==> src/rtl/pipeline_id_hz.sv <==
// pipeline_id_hz: IF->ID decode stage with register file, load-use hazard
// detection and an ID/EX output register with valid/ready handshaking.
// Optional feature: define ID_WB_BYPASS_EN for write-through register reads.
// Sub-modules maindec and sign_zero_ext are kept in this file.

// maindec: opcode/funct to control word
// {regwrite, memtoreg, memwrite, branch, alusrc, regdst, jump, link, nez,
//  jumptoreg, shiftl16, aluop[1:0]}
module maindec (
    input  logic [5:0]  op,
    input  logic [5:0]  funct,
    output logic [12:0] ctrl,
    output logic        zeroext
);
    localparam int unsigned RW = 12, MR = 11, MW = 10, BR = 9, AS = 8, RD = 7;
    localparam int unsigned JP = 6, LK = 5, NZ = 4, JR = 3, SL = 2;

    // Combinational decode table; unknown opcodes decode to all-zero (nop)
    always_comb begin
        ctrl    = '0;
        zeroext = 1'b0;
        case (op)
            6'b000000: begin
                if (funct == 6'b001000) begin
                    ctrl[JR] = 1'b1;
                end else begin
                    ctrl[RW]  = 1'b1;
                    ctrl[RD]  = 1'b1;
                    ctrl[1:0] = 2'b10;
                end
            end
            6'b100011: begin ctrl[RW] = 1'b1; ctrl[MR] = 1'b1; ctrl[AS] = 1'b1; end
            6'b101011: begin ctrl[MW] = 1'b1; ctrl[AS] = 1'b1; end
            6'b000100: begin ctrl[BR] = 1'b1; ctrl[1:0] = 2'b01; end
            6'b000101: begin ctrl[BR] = 1'b1; ctrl[NZ] = 1'b1; ctrl[1:0] = 2'b01; end
            6'b001000: begin ctrl[RW] = 1'b1; ctrl[AS] = 1'b1; end
            6'b001100,
            6'b001101: begin
                ctrl[RW]  = 1'b1;
                ctrl[AS]  = 1'b1;
                ctrl[1:0] = 2'b11;
                zeroext   = 1'b1;
            end
            6'b001111: begin ctrl[RW] = 1'b1; ctrl[AS] = 1'b1; ctrl[SL] = 1'b1; end
            6'b000010: begin ctrl[JP] = 1'b1; end
            6'b000011: begin ctrl[RW] = 1'b1; ctrl[JP] = 1'b1; ctrl[LK] = 1'b1; end
            default: ;
        endcase
    end
endmodule

// sign_zero_ext: widen a 16-bit immediate to DW bits
module sign_zero_ext #(
    parameter int unsigned DW = 32
) (
    input  logic [15:0]   imm,
    input  logic          zeroext,
    output logic [DW-1:0] ext
);
    // Zero-extend for logical immediates, sign-extend otherwise
    always_comb begin
        if (zeroext) ext = DW'(imm);
        else         ext = DW'($signed(imm));
    end
endmodule

module pipeline_id_hz #(
    parameter int unsigned DW = 32,
    parameter int unsigned AW = 5,
    parameter int unsigned CW = 16
) (
    input  logic          clk,
    input  logic          reset,
    input  logic          in_valid,
    output logic          in_ready,
    input  logic [31:0]   pc,
    input  logic [31:0]   instr,
    input  logic          wb_en,
    input  logic [AW-1:0] wb_reg,
    input  logic [DW-1:0] wb_data,
    input  logic          flush,
    output logic          out_valid,
    input  logic          out_ready,
    output logic [12:0]   out_ctrl,
    output logic [31:0]   out_pc,
    output logic [AW-1:0] out_rs,
    output logic [AW-1:0] out_rt,
    output logic [AW-1:0] out_rd,
    output logic [5:0]    out_funct,
    output logic [DW-1:0] out_imm,
    output logic [DW-1:0] out_rdata_a,
    output logic [DW-1:0] out_rdata_b,
    output logic [CW-1:0] stall_cnt
);
    localparam int unsigned NREG = 1 << AW;

    logic [DW-1:0] rf [NREG];
    logic [AW-1:0] rs, rt, rd;
    logic [12:0]   dec_ctrl;
    logic          dec_zext;
    logic [DW-1:0] dec_imm;
    logic [DW-1:0] rdata_a, rdata_b;
    logic          hazard, capture;

    assign rs = AW'(instr[25:21]);
    assign rt = AW'(instr[20:16]);
    assign rd = AW'(instr[15:11]);

    maindec u_maindec (
        .op      (instr[31:26]),
        .funct   (instr[5:0]),
        .ctrl    (dec_ctrl),
        .zeroext (dec_zext)
    );

    sign_zero_ext #(.DW(DW)) u_ext (
        .imm     (instr[15:0]),
        .zeroext (dec_zext),
        .ext     (dec_imm)
    );

    // Register file reads; register 0 always reads as zero
    always_comb begin
`ifdef ID_WB_BYPASS_EN
        rdata_a = (rs == '0) ? '0 : ((wb_en && wb_reg == rs) ? wb_data : rf[rs]);
        rdata_b = (rt == '0) ? '0 : ((wb_en && wb_reg == rt) ? wb_data : rf[rt]);
`else
        rdata_a = (rs == '0) ? '0 : rf[rs];
        rdata_b = (rt == '0) ? '0 : rf[rt];
`endif
    end

    // Load-use: a load in the ID/EX slot writing a register the incoming
    // instruction reads must wait one cycle
    assign hazard   = in_valid & out_valid & out_ctrl[11] & out_ctrl[12]
                    & (out_rt != '0) & ((out_rt == rs) | (out_rt == rt));
    assign in_ready = reset & (~out_valid | out_ready) & ~hazard & ~flush;
    assign capture  = in_valid & in_ready;

    // Register file writes from WB; register 0 is never written
    always_ff @(posedge clk or negedge reset) begin
        if (!reset) begin
            for (int unsigned i = 0; i < NREG; i++) rf[AW'(i)] <= '0;
        end else if (wb_en && wb_reg != '0) begin
            rf[wb_reg] <= wb_data;
        end
    end

    // ID/EX valid: flush wins, then capture, then drain to a bubble
    always_ff @(posedge clk or negedge reset) begin
        if (!reset)         out_valid <= 1'b0;
        else if (flush)     out_valid <= 1'b0;
        else if (capture)   out_valid <= 1'b1;
        else if (out_ready) out_valid <= 1'b0;
    end

    // ID/EX payload loads only on capture and holds otherwise
    always_ff @(posedge clk or negedge reset) begin
        if (!reset) begin
            out_ctrl    <= '0;
            out_pc      <= '0;
            out_rs      <= '0;
            out_rt      <= '0;
            out_rd      <= '0;
            out_funct   <= '0;
            out_imm     <= '0;
            out_rdata_a <= '0;
            out_rdata_b <= '0;
        end else if (capture) begin
            out_ctrl    <= dec_ctrl;
            out_pc      <= pc;
            out_rs      <= rs;
            out_rt      <= rt;
            out_rd      <= rd;
            out_funct   <= instr[5:0];
            out_imm     <= dec_imm;
            out_rdata_a <= rdata_a;
            out_rdata_b <= rdata_b;
        end
    end

    // Saturating count of hazard-stall cycles
    always_ff @(posedge clk or negedge reset) begin
        if (!reset)                        stall_cnt <= '0;
        else if (hazard && stall_cnt != '1) stall_cnt <= stall_cnt + 1'b1;
    end
endmodule

==> config.mk <==
export PLATFORM = sky130hd
export DESIGN_NAME = pipeline_id_hz
export DESIGN_NICKNAME = d
export VERILOG_FILES = /design/src/rtl/pipeline_id_hz.sv
export SDC_FILE = /design/constraint.sdc
export NUM_CORES = 2
export LEC_CHECK = 0
export CORE_MARGIN = 2
export CORE_UTILIZATION = 30
export CTS_CLUSTER_DIAMETER = 100
export DETAILED_ROUTE_END_ITERATION = 6
export SYNTH_ARGS = -nofsm -noshare
export SYNTH_HDL_FRONTEND = slang
export SYNTH_SLANG_ARGS = --single-unit
==> constraint.sdc <==
create_clock -name clk -period 2.75 [get_ports clk]
set_input_delay 0.4125 -clock clk [delete_from_list [all_inputs] [get_ports clk]]
set_output_delay 0.4125 -clock clk [all_outputs]
set_load 0.005 [all_outputs]
==> metrics.md <==
| Metric | Value |
|---|---|
| Pleak | `32.0 nW` |
| Row cnt | `165` |
| Longest Clk Path Bufs | `3` |
| Worst skew pair latency | `0.80 ns` |
| Area Overhead vs Synth | `20.1%` |
| Final design instance area without fill | `73700 um2` |
| Placed Instances | `7367` |
| H-tree Lvls | `4` |
| Max_cap viols | `0` |
| PortBufs | `286` |
| Post-synth EDFFs | `0` |
| Most common flop cell mapped by yosys | `dfrtp_1` |
| Slew HR | `0.206` |
| Required time of the critical path | `2.34 ns` |
| Starting Density | `0.303` |
| Final Power | `0.0518 W` |
| Final Hold Viols | `0` |
| Initial antenna violation count | `9` |
| Class of the worst hold path | `in2async` |
| Worst-Margin Slew | `1.19 ns` |
| Max Clock Skew | `0.0277 ns` |
| Via count | `42500` |
| Die footprint | `208000 um2` |
| Setup violators final | `1` |
| PwrDens | `703 nW/um2` |
| Syn avg cell area | `13.3 um2` |
| Clk slew on worst S/H paths | `0.06 ns` |
| Synthesis Warnings | `0` |
| PnR worst setup slack | `-0.00978 ns` |
| 1st-pass router iterations | `6` |
| Worst Setup Start Kind | `flip-flop` |
| Critical path type | `reg2out` |
| CTS sink cnt | `1177` |
| Fmax | `0.362 GHz` |
| Final worst-path cycle share | `1.00` |
| Gpl congestion | `0.832` |
| Post-layout min period | `2.76 ns` |
| Arrival time at the worst endpoint | `2.35 ns` |
| Worst-path fanout max | `4` |
| Post-Syn Nets | `4725` |
| Status | `finished, violations left` |
| Max VDD drop | `0.707 mV` |
| Failing checks | `setup timing` |
| Fillers | `19400` |
| First-pass GRT wire length | `311000 um` |
| Yosys reg bits | `1177` |
| Die X | `456 um` |
| Ys async rst share | `1.00` |
| Nets | `4945` |
| Hpwl dp | `137000 um` |
| I/O Pins | `287` |
| Cell area after placement | `69200 um2` |
| CTS root buffer | `clkbuf_16` |
| Vias/cell | `5.58` |
| Die height | `456 um` |
| Number of global-route vias before repair | `43600` |
| Sequential area share after synthesis | `0.480` |
| Synth Instances | `4617` |
| Core area | `203000 um2` |
| Finished Layout Cells | `7618` |
| Wirelength per Cell | `27.9 um` |
| Largest net degree at the start of global routing | `180` |
| Antenna Nets Post-Route | `0` |
| DRT iter0 DRCs | `3906` |
| GRT overflow | `0` |
| Share of layout cells above drive strength 1 | `0.377` |
| Finished Core Util | `0.363` |
| Max Slew Vio Count | `0` |
| Kind of end point of the critical path | `primary output` |
| Gr usage total | `0.201` |
| TritonCTS Buffers | `134` |
| DRC violations left | `0` |
| Post-synth cell types | `58` |
| CTS tree | `built` |
| Post-Syn Area | `61300 um2` |
| Total wire length | `213000 um` |
| RSZ-0062 raised after global routing | `true` |
-- cells in the mapped netlist (8+ instances only) --
| cell | count | area (um2) |
|---|---|---|
| o31ai_1 | 15 | 113 |
| nor2_1 | 185 | 694 |
| o21ai_1 | 37 | 185 |
| xor2_1 | 12 | 105 |
| buf_4 | 68 | 510 |
| nand2b_1 | 17 | 106 |
| mux2_2 | 993 | 11200 |
| a22oi_1 | 103 | 773 |
| mux2i_1 | 476 | 4760 |
| nand4_1 | 8 | 50.1 |
| o32ai_1 | 8 | 70.1 |
| a221oi_2 | 13 | 195 |
| buf_6 | 25 | 282 |
| nand2_1 | 289 | 1080 |
| dfrtp_1 | 1177 | 29500 |
| nor3_1 | 16 | 80.1 |
| nand3_1 | 11 | 55.1 |
| buf_1 | 54 | 203 |
| o21ai_0 | 84 | 420 |
| xnor2_1 | 13 | 114 |
| a221oi_1 | 271 | 2370 |
| a22o_1 | 8 | 70.1 |
| buf_2 | 95 | 475 |
| a21oi_1 | 28 | 140 |
| clkbuf_1 | 259 | 972 |
| mux4_2 | 274 | 6170 |
-- worst paths after layout --
| check | start | endpoint | slack, ns | cells after the start |
|---|---|---|---|---|
| worst max-delay path | out_rt[2] | in_ready | -0.01 | 5 |
| worst min-delay path | reset | stall_cnt[0] | 0.09 | 2 |
| worst max register to register | out_rt[2] | out_rdata_a[30] | 0.15 | 8 |
| worst min register to register | rf[1019] | rf[1019] | 0.39 | 0 |
| max in group asynchronous | reset | rf[672] | 0.90 | 4 |
| min in group clk | pc[29] | out_pc[29] | 0.17 | 3 |
-- where the power goes --
part / internal (W) / switching, W / total [W] / leakage [nW]
sequential: 0.0205 / 0.00262 / 0.0232 / 15.0
clock: 0.0106 / 0.00750 / 0.0181 / 2.17
combinational: 0.00601 / 0.00453 / 0.0105 / 14.8
total: 0.0371 / 0.0147 / 0.0518 / 32.0
-- flip-flops by register name, indices dropped and copies added, names as in the netlist --
signal and flops:
out_rdata_a 32, out_rt 5, stall_cnt 16, out_funct 5
out_rdata_b 32, out_rs 5, out_ctrl 13, out_valid 1
out_pc 32, out_imm 8, out_rd 4, rf 1024
-- cells by family (layout without fill, tap and decap cells) --
logic type | Yosys count | count (layout) | synth area share
and+or+nand+nor | 565 | 565 | 0.0388
adders and majority gates | 1 | 1 | 0.000204
xor gates and xnor gates | 25 | 25 | 0.00357
buffers and inverters | 512 | 837 | 0.0421
AOI/OAI and AO/OA | 594 | 594 | 0.0746
other | 0 | 4 | 0
DFF | 1177 | 1177 | 0.480
muxes | 1743 | 1743 | 0.361
-- routing by layer --
metal  share of wire  GRT usage  up-vias
met5         0.00028          0        -
met1            0.40      0.249    22500
li1                -          -    17900
met4           0.053      0.106        8
met2            0.49      0.333     1626
met3           0.058     0.0355      506
-- metrics by stage --
stage	setup TNS (ns)	setup slack (ns)	hold slack [ns]
2_1_floorplan	0	0.533	0.117
3_3_place_gp	-0.122	-0.0899	0.236
3_5_place_dp	-0.0781	-0.0781	0.236
4_1_cts	-0.0817	-0.0817	0.0775
5_1_grt	-0.0624	-0.0624	0.0962
6_report	-0.00978	-0.00978	0.0932
-- worst max-delay path: stages (launching register included) --
cell and delay, ns:
dfrtp_2 0.45, or4_4 0.56, o21ai_4 0.21, nor2_4 0.08, nor2b_1 0.12, buf_2 0.13
-- final cells by class --
type	instances	area (um2)	share of cell area
Timing Repair Buffer	592	6850	0.0930
Clock buffer	207	4030	0.0547
Inverter	4	18.8	0.000255
Multi-Input combinational cell	2928	29600	0.401
Antenna cell	4	10.0	0.000136
Clock inverter	34	379	0.00515
Sequential cell	1177	29500	0.400
Tap cell	2672	3340	0.0454
-- layout by cell type (no fill, tap or decap), types with 10 or more instances in the layout --
master	netlist	final
nor2_1	185	164
a21oi_1	28	28
clkbuf_16	0	138
mux2_2	993	993
a221oi_2	13	13
o31ai_1	15	15
xnor2_1	13	13
a22oi_1	103	103
mux2i_1	476	476
mux4_2	274	274
dfrtp_1	1177	1174
clkdlybuf4s50_1	0	274
a221oi_1	271	271
nand2_2	0	15
nor2_4	0	21
nand2_1	289	274
o21ai_1	37	37
clkinv_2	0	16
nand2b_1	17	17
buf_12	5	136
clkbuf_8	0	34
buf_4	68	174
xor2_1	12	10
o21ai_0	84	84
clkbuf_1	259	37
nand3_1	11	11
nor3_1	16	15
-- timing repair --
action                                  CTS  global route
pin swaps                                 2             2
endpoints found under the setup margin    1             1
resized for setup                        11             3
hold buffers                              1             0
hold endpoints to repair                249             0
buffers inserted                          5             1
No activity file was read; power rests on OpenSTA's default activity.
